==> src/rtl/if_pkg.sv <==
// Shared types and constants for the instruction fetch stage.
// Imported by the fetch controller and its skid buffer.
package if_pkg;

   localparam int          INST_W      = 32;
   localparam logic [31:0] IF_RESET_PC = 32'd0;
   localparam logic [31:0] IF_NOP      = 32'd0;

   typedef enum logic [1:0] {
      S_IDLE,
      S_REQ,
      S_HOLD,
      S_DROP
   } if_state_e;

endpackage

==> src/rtl/if_fetch_controller_skid.sv <==
// One-entry holding register for a word fetched while IF/ID is frozen.
// Clear wins over load.
module if_skid_buffer
   import if_pkg::*;
#(
   parameter int ADDR_W = 32
) (
   input  logic              clk,
   input  logic              rst_n,
   input  logic              load,
   input  logic              clear,
   input  logic [INST_W-1:0] d_inst,
   input  logic [ADDR_W-1:0] d_pc,
   output logic              valid,
   output logic [INST_W-1:0] q_inst,
   output logic [ADDR_W-1:0] q_pc
);

   always_ff @(posedge clk or negedge rst_n) begin
      if (!rst_n) begin
         valid  <= 1'b0;
         q_inst <= IF_NOP;
         q_pc   <= '0;
      end else if (clear) begin
         valid  <= 1'b0;
      end else if (load) begin
         valid  <= 1'b1;
         q_inst <= d_inst;
         q_pc   <= d_pc;
      end
   end

endmodule

==> src/rtl/if_fetch_controller.sv <==
// IF stage fetch sequencer: pc, imem req/ack, IF/ID output register,
// freeze via a one-entry skid buffer, and branch redirect/flush.
module if_fetch_controller
   import if_pkg::*;
#(
   parameter int               ADDR_W   = 32,
   parameter logic [ADDR_W-1:0] RESET_PC = ADDR_W'(IF_RESET_PC)
) (
   input  logic              clk,
   input  logic              rst_n,
   input  logic              freeze,
   input  logic              branch_taken,
   input  logic [ADDR_W-1:0] branch_addr,
   output logic              mem_req,
   output logic [ADDR_W-1:0] mem_addr,
   input  logic              mem_ack,
   input  logic [INST_W-1:0] mem_rdata,
   output logic              if_valid,
   output logic [INST_W-1:0] if_inst,
   output logic [ADDR_W-1:0] if_pc
);

   if_state_e         state_q, state_d;
   logic [ADDR_W-1:0] pc_q, pc_d;
   logic [ADDR_W-1:0] drop_q, drop_d;
   logic              valid_q, valid_d;
   logic [INST_W-1:0] inst_q, inst_d;
   logic [ADDR_W-1:0] ifpc_q, ifpc_d;
   logic [ADDR_W-1:0] pc_inc;
   logic [ADDR_W-1:0] pc_al;

   logic              buf_load, buf_clear, buf_valid;
   logic [INST_W-1:0] buf_inst;
   logic [ADDR_W-1:0] buf_pc;

   assign pc_inc = pc_q + ADDR_W'(4);
   assign pc_al  = {pc_q[ADDR_W-1:2], 2'b00};

   // DROP keeps presenting the abandoned address until its ack.
   assign mem_req  = (state_q == S_REQ) || (state_q == S_DROP);
   assign mem_addr = (state_q == S_DROP) ? drop_q : pc_al;
   assign if_valid = valid_q;
   assign if_inst  = inst_q;
   assign if_pc    = ifpc_q;

   always_comb begin
      state_d   = state_q;
      pc_d      = pc_q;
      drop_d    = drop_q;
      valid_d   = valid_q;
      inst_d    = inst_q;
      ifpc_d    = ifpc_q;
      buf_load  = 1'b0;
      buf_clear = 1'b0;
      unique case (state_q)
         S_IDLE: begin
            if (branch_taken) pc_d = branch_addr;
            state_d = S_REQ;
         end
         S_REQ: begin
            if (branch_taken) begin
               pc_d      = branch_addr;
               valid_d   = 1'b0;
               buf_clear = 1'b1;
               if (!mem_ack) begin
                  drop_d  = pc_al;
                  state_d = S_DROP;
               end
            end else if (mem_ack) begin
               pc_d = pc_inc;
               if (!valid_q || !freeze) begin
                  inst_d  = mem_rdata;
                  ifpc_d  = pc_inc;
                  valid_d = 1'b1;
               end else begin
                  buf_load = 1'b1;
                  state_d  = S_HOLD;
               end
            end else if (!freeze) begin
               valid_d = 1'b0;
            end
         end
         S_HOLD: begin
            if (branch_taken) begin
               pc_d      = branch_addr;
               valid_d   = 1'b0;
               buf_clear = 1'b1;
               state_d   = S_REQ;
            end else if (!freeze) begin
               inst_d    = buf_inst;
               ifpc_d    = buf_pc;
               valid_d   = buf_valid;
               buf_clear = 1'b1;
               state_d   = S_REQ;
            end
         end
         S_DROP: begin
            valid_d = 1'b0;
            if (branch_taken) begin
               pc_d      = branch_addr;
               buf_clear = 1'b1;
            end
            if (mem_ack) state_d = S_REQ;
         end
         default: state_d = S_IDLE;
      endcase
   end

   always_ff @(posedge clk or negedge rst_n) begin
      if (!rst_n) begin
         state_q <= S_IDLE;
         pc_q    <= RESET_PC;
         drop_q  <= '0;
         valid_q <= 1'b0;
         inst_q  <= IF_NOP;
         ifpc_q  <= '0;
      end else begin
         state_q <= state_d;
         pc_q    <= pc_d;
         drop_q  <= drop_d;
         valid_q <= valid_d;
         inst_q  <= inst_d;
         ifpc_q  <= ifpc_d;
      end
   end

   if_skid_buffer #(.ADDR_W(ADDR_W)) u_skid (
      .clk    (clk),
      .rst_n  (rst_n),
      .load   (buf_load),
      .clear  (buf_clear),
      .d_inst (mem_rdata),
      .d_pc   (pc_inc),
      .valid  (buf_valid),
      .q_inst (buf_inst),
      .q_pc   (buf_pc)
   );

endmodule

==> config.mk <==
export PLATFORM = sky130hd
export DESIGN_NAME = if_fetch_controller
export DESIGN_NICKNAME = d
export VERILOG_FILES = /design/src/rtl/if_pkg.sv /design/src/rtl/if_fetch_controller_skid.sv /design/src/rtl/if_fetch_controller.sv
export SDC_FILE = /design/constraint.sdc
export NUM_CORES = 1
export LEC_CHECK = 0
export ABC_AREA = 0
export BUFFER_PORTS_ARGS = -buffer_cell sky130_fd_sc_hd__buf_4
export CORE_MARGIN = 2
export CORE_UTILIZATION = 45
export DETAILED_ROUTE_END_ITERATION = 12
export HOLD_SLACK_MARGIN = 0.06
export PLACE_DENSITY_LB_ADDON = 0.08
export SETUP_SLACK_MARGIN = 0.1
export SYNTH_ARGS = -nofsm -noshare
export SYNTH_HDL_FRONTEND = slang
export SYNTH_SLANG_ARGS = --single-unit
==> constraint.sdc <==
create_clock -name clk -period 2.7 [get_ports clk]
set_clock_uncertainty 0.1 [all_clocks]
set_input_delay 0.135 -clock clk [delete_from_list [all_inputs] [get_ports clk]]
set_output_delay 0.135 -clock clk [all_outputs]
set_load 0.01 [all_outputs]
==> results.cfg, run 1 <==
[run_status]
status = completed

[placed_design]
hpwl_um = 16600
dp_worst_setup_slack_ns = 0.319
post-place-cells = 1378
portBuffers = 164
gp_congestion = 0.836

[critical_path]
startpoint_type = flip-flop
cp_data_arrival_time_ns = 2.59
crit_fanout = 13
crit_type = reg -> reg
cp.required_ns = 2.96
critPathCaptureType = flip-flop

[detailed_routing]
remaining_drc_errors = 0
ant_nets = 0
vias_per_cell = 5.21
first_pass_iters = 5
drt-initial-drc-count = 492
post_drt_wl_per_cell_um = 16.8
wl_um = 24800
vias = 7698

[sta]
setup_ws_ns = 0.361
finalCriticalPeriod_ns = 2.34
max_freq_mhz = 428
setup_viol = 0
hold-worst-slack_ns = 0.0857
hold_viol = 0
relSlewSlack = 0.393
finalMaxSlewViolations = 0
tns_ns = 0
tightestPinTransition_ns = 0.910
rsz0062_at_grt = no
period_share = 0.866

[logic_synthesis]
synthArstFlopShare = 1.00
netlist.area_leader.share = 0.520
synth_seq_cells = 194
yosysWarningCount = 0
ys_top_cells_by_area = dfrtp_1 52%, nand2_1 10%, mux2_2 8.6%, o21ai_0 3.2%, nor2_1 3.1%
synth_top_area_cell = dfrtp_1
synth.cell_area_mm2 = 0.00933
syn_inst = 1000
synth_flop_cell = dfrtp_1
ys_seq_area_frac = 0.520
synth-edff-count = 0
synth_cell_types = 56
syn_avg_cell_area_um2 = 9.33

[global_routing]
antenna_found_initial = 0
grt_max_degree = 85
overflow = 0
grtUsageTotal = 0.233
grt_pass1_wl_um = 40500
grt_pass1_vias = 7555

[clocking]
clk_latency_ns = 0.43
cts_sinks = 194
htree_levels = 4
clkTransAtPathRegs_ns = 0.07
cts_setup_buffers = 0
cts_root_buf = clkbuf_16
cts_buffer_depth = 2
cts_made_buffers = 17
cts_tree = built

[floorplanning]
placementRows = 52
die_h_um = 148
ios = 167
die_w_um = 148
start_util = 0.460
design.die.area_mm2 = 0.0219
core_area_mm2 = 0.0203

[final_layout]
layout_commonest_cell = nand2_1
drive_above_1_share = 0.263
final_cell_mix = 257 x nand2_1, 194 x dfrtp_1, 187 x buf_4, 77 x nor2_1, 71 x mux2_2
final_cells = 1477
diodes = 0
nNetsFinal = 1264
area_growth_pct = 29.6
fillerInstances = 1826

[job]
maxCapViolCount = 0

[power]
peakVddDrop_uv = 436
power_density_mw_per_mm2 = 712
power_w = 0.00862
power.leakage_nw = 5.45

[min_path]
hp-class = in -> reg
## synthesized netlist by cell type (4+ instances only)
| cell | instances |
|---|---|
| o211ai_1 | 6 |
| and3_1 | 8 |
| o21ai_0 | 60 |
| nor4_1 | 5 |
| inv_1 | 5 |
| a31oi_1 | 37 |
| and4_1 | 4 |
| nand4_1 | 9 |
| dfrtp_1 | 194 |
| mux2_2 | 71 |
| nor2b_1 | 4 |
| nand2_1 | 257 |
| nor4_2 | 5 |
| a311oi_1 | 6 |
| xnor2_1 | 32 |
| xor2_1 | 7 |
| nor3_1 | 30 |
| buf_2 | 33 |
| nand3_1 | 20 |
| nor2_1 | 77 |
| buf_4 | 5 |
| o21ai_1 | 5 |
| o22ai_1 | 9 |
| clkbuf_1 | 42 |
| a21oi_1 | 26 |
## per-layer routing
| metal | global-route usage | up-vias | share of wire |
|---|---|---|---|
| met5 | 0 | - | 0 |
| met4 | 0.0576 | 0 | 0.013 |
| li1 | - | 3782 | - |
| met2 | 0.375 | 193 | 0.47 |
| met3 | 0.0404 | 25 | 0.052 |
| met1 | 0.330 | 3698 | 0.47 |
## sequential cells by signal (all words and copies together), names as in the netlist
register       count
drop_q            30
if_inst           32
if_pc             32
if_valid           1
pc_q              32
state_q            2
u_skid.q_inst     32
u_skid.q_pc       32
u_skid.valid       1
## report_power, final
| group | leakage [nW] | internal (W) | switching, W | total [W] |
|---|---|---|---|---|
| Sequential | 2.36 | 0.00354 | 0.000409 | 0.00395 |
| Combinational | 2.80 | 0.00110 | 0.000969 | 0.00207 |
| Clock | 0.294 | 0.00143 | 0.00117 | 0.00260 |
## worst paths after layout
kind                       slack (ns)  cells after the start          endpoint        startpoint
setup / recovery                 0.36                      6         if_pc[20]           pc_q[2]
hold / removal                   0.09                      3        state_q[1]           mem_ack
setup reg to reg                 0.36                      6         if_pc[20]           pc_q[2]
hold reg to reg                  0.38                      2  u_skid.q_inst[0]  u_skid.q_inst[0]
max in group asynchronous        1.62                      3    u_skid.q_pc[2]             rst_n
min in group asynchronous        0.17                      2       if_inst[31]             rst_n
## cells by family after synthesis
group	synth area share
compound gates	0.107
xor+xnor	0.0366
other cells	0.000402
simple gates	0.203
flops	0.520
mux	0.0867
buf+inv	0.0441
fa+ha+maj	0.00134
## critical path, cell delays in order (launching register included)
cell	delay, ns
dfrtp_1	0.50
ha_1	0.30
and3_2	0.30
nand2_2	0.20
or4_4	0.53
a31o_1	0.24
o21ai_2	0.09
## through the flow
| stage | util | instance area (um2) |
|---|---|---|
| after global placement | 0.533 | 10800 |
| after global routing | 0.596 | 12100 |
| after floorplan | - | 9340 |
| final | 0.596 | 12100 |
| after CTS | 0.596 | 12100 |
| after detailed placement | 0.533 | 10800 |
## area by class of cell
type | instances | area, um2 | share of cell area
Clock buffer | 19 | 453 | 0.0374
Sequential cell | 194 | 4850 | 0.401
Inverter | 5 | 18.8 | 0.00155
Multi-Input combinational cell | 716 | 4100 | 0.339
Timing Repair Buffer | 260 | 2190 | 0.181
Tap cell | 270 | 338 | 0.0279
Clock inverter | 13 | 148 | 0.0122
## timing repair
item	in CTS	in global routing
endpoints found under the setup margin	0	2
resized for setup	0	1
hold endpoints to repair	162	0
hold buffers	67	0
Power figures use the tool's default switching activity.
==> inputs of run 2 (changes only) <==
- CAP_MARGIN: not set -> 40
- PLACE_DENSITY: not set -> 0.78
- PLACE_DENSITY_LB_ADDON: 0.08 -> not set
==> results.cfg, run 2 (synthesis results as in run 1) <==
[global_routing]
grtUsageMet2 = 0.370
use_met1 = 0.325
grt_max_degree = 82
grt_pass1_vias = 7629
antenna_found_initial = 0
grt_pass1_wl_um = 40200
overflow = 0
top_usage_layer = met2
grtUsageTotal = 0.230
grt_use_met3 = 0.0358

[clocking]
clk_latency_ns = 0.43
cts_buffer_depth = 2
cts_sinks = 194
cts_root_buf = clkbuf_16
htree_levels = 4
cts_made_buffers = 17
clkTransAtPathRegs_ns = 0.07
cts_tree = built

[detailed_routing]
vias_per_cell = 5.34
drt-initial-drc-count = 644
vias = 7942
remaining_drc_errors = 0
post_drt_wl_per_cell_um = 16.8
first_pass_iters = 5
ant_nets = 0
wl_um = 25000

[critical_path]
crit_fanout = 17
startpoint_type = flip-flop
crit_type = reg -> reg
cp.required_ns = 2.92
critPathCaptureType = flip-flop
cp_data_arrival_time_ns = 2.63

[sta]
tns_ns = 0
setup_ws_ns = 0.286
hold_viol = 0
finalCriticalPeriod_ns = 2.41
relSlewSlack = 0.529
rsz0062_at_grt = no
period_share = 0.894
finalMaxSlewViolations = 0
tightestPinTransition_ns = 0.707
setup_viol = 0
max_freq_mhz = 414

[final_layout]
layout_commonest_cell = nand2_1
final_cell_mix = 257 x nand2_1, 194 x dfrtp_1, 185 x buf_4, 78 x dlygate4sd3_1, 76 x nor2_1
nNetsFinal = 1274
diodes = 0
area_growth_pct = 30.5
drive_above_1_share = 0.262
fillerInstances = 1683

[run_status]
status = completed

[placed_design]
portBuffers = 164
dp_worst_setup_slack_ns = 0.316
gp_congestion = 0.955
hpwl_um = 16400

[floorplanning]
core_area_mm2 = 0.0203
ios = 167
die_h_um = 148
die_w_um = 148
design.die.area_mm2 = 0.0219
placementRows = 52
start_util = 0.460

[job]
maxCapViolCount = 0

[min_path]
hp-class = in -> async

[power]
peakVddDrop_uv = 493
power_density_mw_per_mm2 = 698
power.leakage_nw = 5.46
-- run 2: cell types whose count changed in the layout (fill, tap and decap cells not counted), moves of 2 or more --
| cell | before | now |
|---|---|---|
| dlygate4sd3_1 | 67 | 78 |
| buf_4 | 187 | 185 |
| bufinv_16 | 2 | 0 |
| clkinv_4 | 1 | 3 |
-- run 2: path summary, 6_finish.rpt --
| kind | startpoint | end | slack, ns | cells past startpoint |
|---|---|---|---|---|
| setup / recovery | state_q[0] | pc_q[5] | 0.29 | 7 |
| min in group clk | mem_rdata[9] | u_skid.q_inst[9] | 0.34 | 4 |
| hold reg to reg | u_skid.q_inst[18] | u_skid.q_inst[18] | 0.38 | 2 |
| hold / removal | rst_n | u_skid.q_inst[27] | 0.23 | 2 |
| max in group asynchronous | rst_n | u_skid.q_pc[26] | 1.52 | 3 |
| setup reg to reg | state_q[0] | pc_q[5] | 0.29 | 7 |
-- run 2: final cells by class --
type | count | area [um2] | share of cell area
sequential | 194 | 4850 | 0.398
clock inverter | 14 | 124 | 0.0102
multi-input combinational | 716 | 4110 | 0.337
clock buffer | 18 | 439 | 0.0360
timing repair buffer | 270 | 2300 | 0.189
tap | 270 | 338 | 0.0277
inverter | 5 | 18.8 | 0.00154
-- run 2: repair_timing --
item                                    4_1_cts  5_1_grt
hold endpoints to repair                    174        0
hold buffers                                 78        0
resized for setup                             0        3
endpoints found under the setup margin        0        3
setup buffers                                 0        0
-- run 2: metal layers --
| layer | up-vias | share of wire | wire (um) |
|---|---|---|---|
| li1 | 3798 | - | - |
| met1 | 3809 | 0.45 | 11300 |
| met2 | 295 | 0.47 | 11800 |
| met3 | 40 | 0.059 | 1480 |
| met4 | 0 | 0.018 | 447 |
| met5 | - | 0 | 0 |
-- run 2: per-stage QoR --
stage	cells	total power [W]	hold WS, ns	area, um2	utilization
detailed placement	1377	0.00602	0.142	10800	0.534
CTS	1487	0.00855	0.256	12200	0.600
global placement	1377	0.00594	0.141	10800	0.534
finish	1487	0.00851	0.227	12200	0.600
global route	1487	0.00899	0.284	12200	0.600
floorplan	1001	0.00502	-0.261	9340	-
-- run 2: worst max-delay path: stages, from the launching register on --
cell	delay (ns)
dfrtp_1	0.60
nand3b_1	0.13
buf_4	0.23
nor2_2	0.35
nand2_1	0.09
o21ai_0	0.12
o21ai_0	0.11
dlygate4sd3_1	0.56
-- run 2: report_power, final --
| group | total (W) | internal [W] | switching, W |
|---|---|---|---|
| combinational | 0.00213 | 0.00112 | 0.00101 |
| sequential | 0.00395 | 0.00354 | 0.000414 |
| clock | 0.00243 | 0.00123 | 0.00119 |
| total | 0.00851 | 0.00589 | 0.00262 |
==> inputs of run 3 (changes only) <==
- CORE_UTILIZATION: 45 -> 40
- GPL_ROUTABILITY_DRIVEN: not set -> 0
- PLACE_DENSITY: 0.78 -> 0.71
==> results.cfg, run 3 (synthesis results as in run 1) <==
[sta]
setup_viol = 0
finalMaxSlewViolations = 0
finalCriticalPeriod_ns = 2.40
max_freq_mhz = 417
rsz0062_at_grt = no
tns_ns = 0
relSlewSlack = 0.533
period_share = 0.887
hold_viol = 0
setup_ws_ns = 0.304
hold-worst-slack_ns = 0.210
tightestPinTransition_ns = 0.700

[detailed_routing]
wl_um = 24800
drt-initial-drc-count = 558
remaining_drc_errors = 0
post_drt_wl_per_cell_um = 16.1
vias = 7810
first_pass_iters = 6
vias_per_cell = 5.09
ant_nets = 0

[global_routing]
grt_pass1_wl_um = 40000
grtUsageTotal = 0.206
grt_max_degree = 82
grt_pass1_vias = 7493
overflow = 0
antenna_found_initial = 0

[clocking]
cts_sinks = 194
clkTransAtPathRegs_ns = 0.07
cts_tree = built
cts_buffer_depth = 2
cts_root_buf = clkbuf_16
cts_setup_buffers = 0
htree_levels = 4
clk_latency_ns = 0.43
cts_made_buffers = 17

[floorplanning]
ios = 167
die_h_um = 157
design.die.area_mm2 = 0.0246
placementRows = 55
core_area_mm2 = 0.0228
die_w_um = 157
start_util = 0.410

[critical_path]
cp.required_ns = 2.91
cp_data_arrival_time_ns = 2.61
critPathCaptureType = flip-flop
crit_type = reg -> reg
crit_fanout = 17
startpoint_type = flip-flop
reg2reg_depth = 7

[power]
peakVddDrop_uv = 426
power_density_mw_per_mm2 = 702
power.leakage_nw = 5.50

[final_layout]
diodes = 0
area_growth_pct = 31.9
layout_commonest_cell = nand2_1
drive_above_1_share = 0.261
final_cell_mix = 257 x nand2_1, 193 x dfrtp_1, 189 x buf_4, 81 x dlygate4sd3_1, 76 x nor2_1
nNetsFinal = 1280

[run_status]
status = completed

[placed_design]
portBuffers = 164
dp_worst_setup_slack_ns = 0.310
hpwl_um = 16700

[min_path]
hp-class = in -> async

[job]
maxCapViolCount = 0
[run 3: cell count changes in the layout (fill, tap and decap cells not counted), sizes merged]
cell and delta:
dlygate4sd3 +3, bufinv +2, clkinv -4, clkinvlp -1, clkbuf +2, buf +3
[run 3: area by class of cell]
class / instances / area, um2
repair buffers: 276 / 2340
fillers: 2061 / 10500
well taps: 313 / 392
inverters: 5 / 18.8
flip-flops and latches: 194 / 4860
clock inverters: 11 / 141
multi-input cells: 716 / 4100
clock buffers: 20 / 457
[run 3: path summary, 6_finish.rpt]
check | startpoint | to | slack [ns]
min reg2reg | u_skid.q_inst[17] | u_skid.q_inst[17] | 0.38
min in group clk | branch_addr[27] | pc_q[27] | 0.35
max in group asynchronous | rst_n | pc_q[2] | 1.49
min | rst_n | if_inst[31] | 0.21
max reg2reg | state_q[0] | pc_q[5] | 0.30
max | state_q[0] | pc_q[5] | 0.30
[run 3: what timing repair did]
| item | 4_1_cts | 5_1_grt |
|---|---|---|
| endpoints found under the hold margin | 174 | 0 |
| hold buffers | 81 | 0 |
| setup endpoints to repair | 0 | 2 |
| gates resized for setup | 0 | 2 |
[run 3: layer usage]
metal / track usage / vias to the layer above / share of wire
li1: - / 3813 / -
met5: 0 / - / 0
met2: 0.324 / 242 / 0.47
met4: 0.0585 / 0 / 0.015
met3: 0.0363 / 26 / 0.055
met1: 0.294 / 3729 / 0.46
[run 3: through the flow]
step,total power [W],utilization,cells,cell area (um2)
after global routing,0.00914,0.540,1535,12300
after global placement,0.00595,0.478,1423,10900
after floorplan,0.00502,-,1001,9340
final,0.00864,0.540,1535,12300
after CTS,0.00873,0.540,1535,12300
after detailed placement,0.00602,0.478,1423,10900
[run 3: power breakdown]
| part | internal (W) | leakage (nW) | total (W) | switching (W) |
|---|---|---|---|---|
| clock network | 0.00144 | 0.288 | 0.00259 | 0.00115 |
| registers | 0.00354 | 2.36 | 0.00394 | 0.000403 |
| logic | 0.00112 | 2.85 | 0.00212 | 0.000995 |
[run 3: critical path, stage by stage (launching register included)]
cell and delay, ns:
dfrtp_1 0.59, nand3b_1 0.13, buf_4 0.23, nor2_2 0.31, nand2_1 0.11, o21ai_0 0.13
o21ai_0 0.12, dlygate4sd3_1 0.57
